[src/rtl/mem_responder_pkg.sv]
// Shared constants for the memory responder: I/O window addresses and the
// key debouncer state encoding.
package mem_responder_pkg;

   // Memory-mapped I/O registers (active only when the I/O window is built)
   localparam logic [7:0] IO_LED    = 8'hF0;
   localparam logic [7:0] IO_SW     = 8'hF1;
   localparam logic [7:0] IO_CNT_LO = 8'hF2;
   localparam logic [7:0] IO_CNT_HI = 8'hF3;

   // Debouncer state encoding
   localparam logic [1:0] DB_IDLE_UP   = 2'd0;
   localparam logic [1:0] DB_WAIT_DOWN = 2'd1;
   localparam logic [1:0] DB_HELD      = 2'd2;
   localparam logic [1:0] DB_WAIT_UP   = 2'd3;

endpackage

[src/rtl/mem_responder_if.sv]
// Processor memory port: strobes, address and write data from the datapath,
// registered read data back from the responder.
interface mem_responder_if #(
   parameter int DATA_W = 8,
   parameter int ADDR_W = 8
);
   logic              mem_read;
   logic              mem_write;
   logic [ADDR_W-1:0] addr;
   logic [DATA_W-1:0] wdata;
   logic [DATA_W-1:0] rdata;

   modport master (output mem_read, output mem_write, output addr, output wdata,
                   input rdata);
   modport slave  (input mem_read, input mem_write, input addr, input wdata,
                   output rdata);
endinterface

[src/rtl/mem_responder_key_debounce.sv]
// Resume-key conditioning: 2-flop synchronizer, 4-state debounce FSM with a
// stability counter, and a one-cycle snot pulse on an accepted press.
module key_debounce
   import mem_responder_pkg::*;
#(
   parameter int DEBOUNCE_CYCLES = 50000
) (
   input  logic clock,
   input  logic reset,
   input  logic key_n,
   output logic snot
);
   localparam int CNT_W = (DEBOUNCE_CYCLES > 2) ? $clog2(DEBOUNCE_CYCLES) : 1;
   localparam logic [CNT_W-1:0] CNT_LAST = CNT_W'(DEBOUNCE_CYCLES - 1);

   logic             r_sync1, r_sync2;
   logic [1:0]       r_state, w_state_nxt;
   logic [CNT_W-1:0] r_cnt, w_cnt_nxt;
   logic             w_key;

   assign w_key = r_sync2;

   // Synchronize the raw key; idles high (released)
   always_ff @(posedge clock or posedge reset) begin
      if (reset) begin
         r_sync1 <= 1'b1;
         r_sync2 <= 1'b1;
      end else begin
         r_sync1 <= key_n;
         r_sync2 <= r_sync1;
      end
   end

   // Next-state and stability-count logic
   always_comb begin
      w_state_nxt = r_state;
      w_cnt_nxt   = r_cnt;
      case (r_state)
         DB_IDLE_UP: begin
            if (!w_key) begin
               w_state_nxt = DB_WAIT_DOWN;
               w_cnt_nxt   = '0;
            end
         end
         DB_WAIT_DOWN: begin
            if (w_key)
               w_state_nxt = DB_IDLE_UP;
            else if (r_cnt == CNT_LAST)
               w_state_nxt = DB_HELD;
            else
               w_cnt_nxt = r_cnt + 1'b1;
         end
         DB_HELD: begin
            if (w_key) begin
               w_state_nxt = DB_WAIT_UP;
               w_cnt_nxt   = '0;
            end
         end
         default: begin
            if (!w_key)
               w_state_nxt = DB_HELD;
            else if (r_cnt == CNT_LAST)
               w_state_nxt = DB_IDLE_UP;
            else
               w_cnt_nxt = r_cnt + 1'b1;
         end
      endcase
   end

   // FSM state and counter registers
   always_ff @(posedge clock or posedge reset) begin
      if (reset) begin
         r_state <= DB_IDLE_UP;
         r_cnt   <= '0;
      end else begin
         r_state <= w_state_nxt;
         r_cnt   <= w_cnt_nxt;
      end
   end

   // Pulse is high during the cycle whose edge takes WAIT_DOWN to HELD
   assign snot = (r_state == DB_WAIT_DOWN) && !w_key && (r_cnt == CNT_LAST);

endmodule

[src/rtl/mem_responder.sv]
// Memory-side responder: synchronous RAM behind the processor memory port,
// optional I/O window (LEDs, switches, cycle counter) enabled by the macro
// MEM_RESPONDER_IO_EN, sticky protocol error flag and the resume-key pulse.
module mem_responder
   import mem_responder_pkg::*;
#(
   parameter int DATA_W          = 8,
   parameter int ADDR_W          = 8,
   parameter int DEBOUNCE_CYCLES = 50000
) (
   input  logic                  clock,
   input  logic                  reset,
   mem_responder_if.slave        bus,
   input  logic [7:0]            sw,
   input  logic                  key_n,
   output logic [7:0]            leds,
   output logic                  snot,
   output logic                  protocol_err
);
   localparam int DEPTH = 1 << ADDR_W;

   logic [DATA_W-1:0] r_mem [0:DEPTH-1];
   logic [DATA_W-1:0] r_rdata;
   logic [DATA_W-1:0] w_rd_data;
   logic              r_perr;
   logic              w_rd;
   logic              w_ram_we;

   // A simultaneous write wins; the read is dropped
   assign w_rd = bus.mem_read & ~bus.mem_write;

`ifdef MEM_RESPONDER_IO_EN
   logic              w_win;
   logic [DATA_W-1:0] w_io_rdata;
   logic [7:0]        r_leds, r_sw1, r_sw2, r_snap;
   logic [15:0]       r_cnt;

   // Whole 0xF0-0xFF block shadows RAM; unused slots read 0, ignore writes
   assign w_win    = (bus.addr[ADDR_W-1:4] == (ADDR_W-4)'(IO_LED[7:4]));
   assign w_ram_we = bus.mem_write & ~w_win;
   assign w_rd_data = w_win ? w_io_rdata : r_mem[bus.addr];
   assign leds     = r_leds;

   // I/O read mux
   always_comb begin
      w_io_rdata = '0;
      case (bus.addr)
         ADDR_W'(IO_LED):    w_io_rdata = DATA_W'(r_leds);
         ADDR_W'(IO_SW):     w_io_rdata = DATA_W'(r_sw2);
         ADDR_W'(IO_CNT_LO): w_io_rdata = DATA_W'(r_cnt[7:0]);
         ADDR_W'(IO_CNT_HI): w_io_rdata = DATA_W'(r_snap);
         default:            w_io_rdata = '0;
      endcase
   end

   // LED register, switch synchronizer, free-running counter and snapshot
   always_ff @(posedge clock or posedge reset) begin
      if (reset) begin
         r_leds <= '0;
         r_sw1  <= '0;
         r_sw2  <= '0;
         r_cnt  <= '0;
         r_snap <= '0;
      end else begin
         r_sw1 <= sw;
         r_sw2 <= r_sw1;
         r_cnt <= r_cnt + 1'b1;
         if (bus.mem_write && bus.addr == ADDR_W'(IO_LED))
            r_leds <= bus.wdata[7:0];
         if (w_rd && bus.addr == ADDR_W'(IO_CNT_LO))
            r_snap <= r_cnt[15:8];
      end
   end
`else
   logic w_unused_sw;

   assign w_ram_we    = bus.mem_write;
   assign w_rd_data   = r_mem[bus.addr];
   assign leds        = '0;
   assign w_unused_sw = ^sw;
`endif

   // RAM write port; contents are deliberately not reset
   always_ff @(posedge clock) begin
      if (w_ram_we)
         r_mem[bus.addr] <= bus.wdata;
   end

   // Registered read data and sticky protocol error
   always_ff @(posedge clock or posedge reset) begin
      if (reset) begin
         r_rdata <= '0;
         r_perr  <= 1'b0;
      end else begin
         if (w_rd)
            r_rdata <= w_rd_data;
         if (bus.mem_read && bus.mem_write)
            r_perr <= 1'b1;
      end
   end

   assign bus.rdata    = r_rdata;
   assign protocol_err = r_perr;

   key_debounce #(
      .DEBOUNCE_CYCLES (DEBOUNCE_CYCLES)
   ) u_key_debounce (
      .clock (clock),
      .reset (reset),
      .key_n (key_n),
      .snot  (snot)
   );

endmodule

[src/flat_wrapper.sv]
// flat-port wrapper written by rule: the top's interface ports become plain ports
module mem_responder_flat import mem_responder_pkg::*;
#(
   parameter int DATA_W          = 8,
   parameter int ADDR_W          = 8,
   parameter int DEBOUNCE_CYCLES = 50000
)
  (clock, reset, sw, key_n, leds, snot, protocol_err, bus_mem_read, bus_mem_write, bus_addr, bus_wdata, bus_rdata);
  mem_responder_if #(.DATA_W(DATA_W), .ADDR_W(ADDR_W)) bus_i ();
  input  logic clock;
  input  logic reset;
  input  logic [7:0] sw;
  input  logic key_n;
  output logic [7:0] leds;
  output logic snot;
  output logic protocol_err;
  input wire logic [$bits(bus_i.mem_read)-1:0] bus_mem_read;
  input wire logic [$bits(bus_i.mem_write)-1:0] bus_mem_write;
  input wire logic [$bits(bus_i.addr)-1:0] bus_addr;
  input wire logic [$bits(bus_i.wdata)-1:0] bus_wdata;
  output wire logic [$bits(bus_i.rdata)-1:0] bus_rdata;
  assign bus_i.mem_read = bus_mem_read;
  assign bus_i.mem_write = bus_mem_write;
  assign bus_i.addr = bus_addr;
  assign bus_i.wdata = bus_wdata;
  assign bus_rdata = bus_i.rdata;
  mem_responder #(.DATA_W(DATA_W), .ADDR_W(ADDR_W), .DEBOUNCE_CYCLES(DEBOUNCE_CYCLES)) u_core (.clock(clock), .reset(reset), .bus(bus_i), .sw(sw), .key_n(key_n), .leds(leds), .snot(snot), .protocol_err(protocol_err));
endmodule
[config.mk]
export PLATFORM = sky130hd
export DESIGN_NAME = mem_responder_flat
export DESIGN_NICKNAME = d
export VERILOG_FILES = /design/src/rtl/mem_responder_pkg.sv /design/src/rtl/mem_responder_if.sv /design/src/rtl/mem_responder_key_debounce.sv /design/src/rtl/mem_responder.sv /design/src/flat_wrapper.sv
export SDC_FILE = /design/constraint.sdc
export NUM_CORES = 2
export LEC_CHECK = 0
export BUFFER_PORTS_ARGS = -buffer_cell sky130_fd_sc_hd__buf_2
export CORE_ASPECT_RATIO = 0.9
export CORE_UTILIZATION = 40
export DETAILED_ROUTE_END_ITERATION = 6
export SYNTH_ARGS = -nofsm -noshare
export SYNTH_HDL_FRONTEND = slang
export SYNTH_HIERARCHICAL = 1
export SYNTH_SLANG_ARGS = --single-unit
[constraint.sdc]
create_clock -name clock -period 2.1 [get_ports clock]
set_input_delay 0.525 -clock clock [delete_from_list [all_inputs] [get_ports clock]]
set_output_delay 0.525 -clock clock [all_outputs]
set_load 0.05 [all_outputs]
==> out/qor.csv <==
stage,metric,value,unit
outcome,status,"complete, but fails checks",
outcome,failing checks,"design-rule violations, negative setup slack",
place,gpl congestion,0.8575,
logic_synthesis,Synth Area in XOR/XNOR,0,
cts,clk buf depth,3,
critical_path,"Data required, critical path",1.57,ns
critical_path,CP max-delay cell,or4_4,
final_layout,Area Overhead vs Synth,24.79,%
critical_path,Setup Crit Path Kind,flip-flop to output pin,
logic_synthesis,register area share after synthesis,0.7631,
route,drt pass-1 iters,7,
die,chip width,477.9,um
final_layout,Final Instance Count excl. Fillers,7466,
power_and_ir_drop,pwr/cell area,867.1,mW/mm^2
route,Routed Antenna Nets,0,
logic_synthesis,Mapped Area,0.08155,sq mm
die,DIE AREA,0.2057,sq mm
route,via count,42438,
global_routing,initial antenna violation count,8,
sta,Setup WS post-layout,-0.9223,ns
final_layout,fraction of layout cells with a size suffix above 1,0.4065,
logic_synthesis,Adder-Cell Fraction of Synth Area,0.0006137,
global_routing,GRT Util Overall,0.2118,
sta,worst hold slack,0.09815,ns
sta,Setup Skew,0.04874,ns
logic_synthesis,Mapped Cells,3848,
die,Core Rows,156,
logic_synthesis,post-synthesis mux area share,0.1660,
sta,Setup-failing EPs final,15,
place,Port Buf Inserts,30,
cts,CTS tree,built,
sta,worst slew pin tran,0.8792,ns
global_routing,largest net degree at the start of global routing,129,
sta,Final Critical Period,3.022,ns
route,initial drt markers,4850,
logic_synthesis,Post-synth EDFFs,2048,
critical_path,biggest cell delay along the critical path,0.55,ns
power_and_ir_drop,leakage power,32.88,nW
die,Placeable Area,0.2016,sq mm
cts,"Reg clk slew, reported paths",0.07,ns
route,Remaining DRCs,1,
critical_path,Worst EP arrival,2.50,ns
logic_synthesis,yosys warns,6,
final_layout,fin nets,4643,
global_routing,grt total ovfl,0,
sta,RSZ-0062 raised after global routing,yes,
cts,Root Buffer,clkbuf_16,
die,Initial Util,0.4044,
logic_synthesis,syn_area_per_cell,21.19,sq um
power_and_ir_drop,VDD IR max,0.8862,mV
cts,CTS Sinks,2077,
sta,Setup TNS,-2.446,ns
place,placed wire-length estimate,144.5,mm
critical_path,crit-path cells,or4_4 -> nor4_4 -> nor3b_4 -> buf_6,
logic_synthesis,post-synthesis register bit count,2077,
logic_synthesis,compound-gate portion of the synthesized area,0.02139,
power_and_ir_drop,Tot Pwr,88.24,mW
sta,Pins Over Slew Limit,0,
route,WL/cell,29.15,um
sta,fmax,330.9,MHz
critical_path,crit path max fanout,2,
route,Via density,5.684,
sta,Rel. slew slack,0.4139,
logic_synthesis,largest family of logic cells by synthesized area,multiplexers,
min_path,worst min path class,primary input to flip-flop,
cts,# H-tree levels,4,
run,max-cap violations,0,
final_layout,Util after Layout,0.5047,
cts,total CTS buffers,199,
sta,Final Hold Viols,0,
die,die height,430.3,um
critical_path,Worst setup SP type,flip-flop,
logic_synthesis,Synth Area in Simple Gates,0.03061,
place,placed inst area,0.09428,sq mm
global_routing,vias in the first global route,42456,
global_routing,first-pass GRT wire length,312.6,mm
route,Post-Route WL,217.6,mm
die,Ports,47,
logic_synthesis,"Top FF cell, synth",edfxtp_1,
place,Place WS,-1.652,ns
critical_path,Crit. End Element,output pin,
cts,Worst-Skew Late Latency,0.85,ns
sta,Final period util,1.439,
logic_synthesis,ys async rst share,0.01396,
final_layout,Final Cell Area,0.1018,sq mm
logic_synthesis,number of distinct library cells after synthesis,67,
place,placed cell count,7081,
registers in the layout (all words and copies together), names as in the netlist, named ones only:
register                       flops
u_core/r_mem                    2048
u_core/u_key_debounce/r_cnt       16
u_core/bus.rdata                   8
u_core/protocol_err                1
u_core/u_key_debounce/r_state      1
u_core/u_key_debounce/r_sync1      1
u_core/u_key_debounce/r_sync2      1
power breakdown:
| group | total (mW) | internal (mW) | leakage [nW] | switching (mW) |
|---|---|---|---|---|
| Sequential | 45.8 | 45.7 | 18.8 | 0.154 |
| Combinational | 6.35 | 2.67 | 10.9 | 3.68 |
| Clock | 36.1 | 20.3 | 3.18 | 15.7 |
metal layers:
layer,track usage,wire length [um],up-vias
li1,-,-,17615
met1,0.3099,94920,22879
met5,0,18,-
met4,0.06091,5677,2
met2,0.3282,102600,1653
met3,0.03433,14350,289
cell type report:
class,count,area [sq um]
Inverter,11,41.29
Clock buffer,240,5155
Clock inverter,128,1396
Tap cell,2686,3361
Timing Repair Buffer,799,9503
Fill cell,15920,99870
Multi-Input combinational cell,1522,20060
Sequential cell,2077,62240
Antenna cell,3,7.507
worst paths after layout:
path                                                              from                                          to  slack (ns)  cells after the start
max                        u_core/u_key_debounce/r_cnt[11]$_DFFE_PP0P_                                        snot       -0.92                      4
min                                                      bus_mem_write             u_core/protocol_err$_DFFE_PP0P_         0.1                      2
max reg2reg                             u_core/r_mem[174][1]$_DFFE_PP_             u_core/bus.rdata[1]$_DFFE_PP0P_       -0.26                      7
min reg2reg                    u_core/u_key_debounce/r_sync1$_DFF_PP1_     u_core/u_key_debounce/r_sync2$_DFF_PP1_        0.36                      0
max in group asynchronous                                        reset             u_core/bus.rdata[7]$_DFFE_PP0P_        1.28                      3
min in group asynchronous                                        reset  u_core/u_key_debounce/r_cnt[4]$_DFFE_PP0P_        0.39                      4
synth_stat cells, drive strengths merged (15+ instances only):
library cell | instances | share of area
a21oi | 29 | 0.0018
a221oi | 21 | 0.0023
a22oi | 60 | 0.0055
buf | 151 | 0.013
clkbuf | 94 | 0.0043
dfrtp | 27 | 0.0083
edfxtp | 2048 | 0.75
mux2 | 18 | 0.0025
mux2i | 194 | 0.024
mux4 | 506 | 0.14
nand2 | 103 | 0.0047
nand2b | 19 | 0.0015
nand3 | 45 | 0.0028
nand4 | 15 | 0.0012
nor2 | 269 | 0.012
nor2b | 19 | 0.0015
nor3 | 21 | 0.0013
nor4 | 23 | 0.0019
o21ai | 27 | 0.0017
o22ai | 23 | 0.0018
critical path: cells and delay by family, from the launching register on:
| family | cells | cell delay [ns] |
|---|---|---|
| buffers and inverters | 1 | 0.18 |
| DFF | 1 | 0.38 |
| and+or+nand+nor | 3 | 1.10 |
layout by cell type (no fill, tap or decap), drive strengths merged, types with 6 or more instances in the layout:
cell type and count:
edfxtp 2048, buf 787, mux4 506, nor2 269, clkbuf 243, mux2i 194, nand2 103, clkinv 88
a22oi 60, nand3 45, a21oi 29, o21ai 27, dfrtp 27, o22ai 23, nor4 23, bufinv 22
nor3 21, a221oi 21, inv 21, nand2b 19, nor2b 19, mux2 18, nand4 15, o211ai 14
a211oi 9, clkinvlp 8, a22o 8, conb 8, o22a 7, and2 7, o31ai 6, o2111ai 6
repair_timing:
item	4_1_cts	5_1_grt
resized for setup	100	50
hold buffers	5	0
setup buffers	6	1
cloned	4	0
pin swaps	37	21
endpoints found under the setup margin	495	182
hold endpoints to repair	32	0
cell families after synthesis:
group | Yosys count
other | 1
buffers and inverters | 256
AOI/OAI and AO/OA | 243
muxes | 718
and+or+nand+nor | 549
DFF | 2077
adders and majority gates | 4
Power figures use the tool's default switching activity.
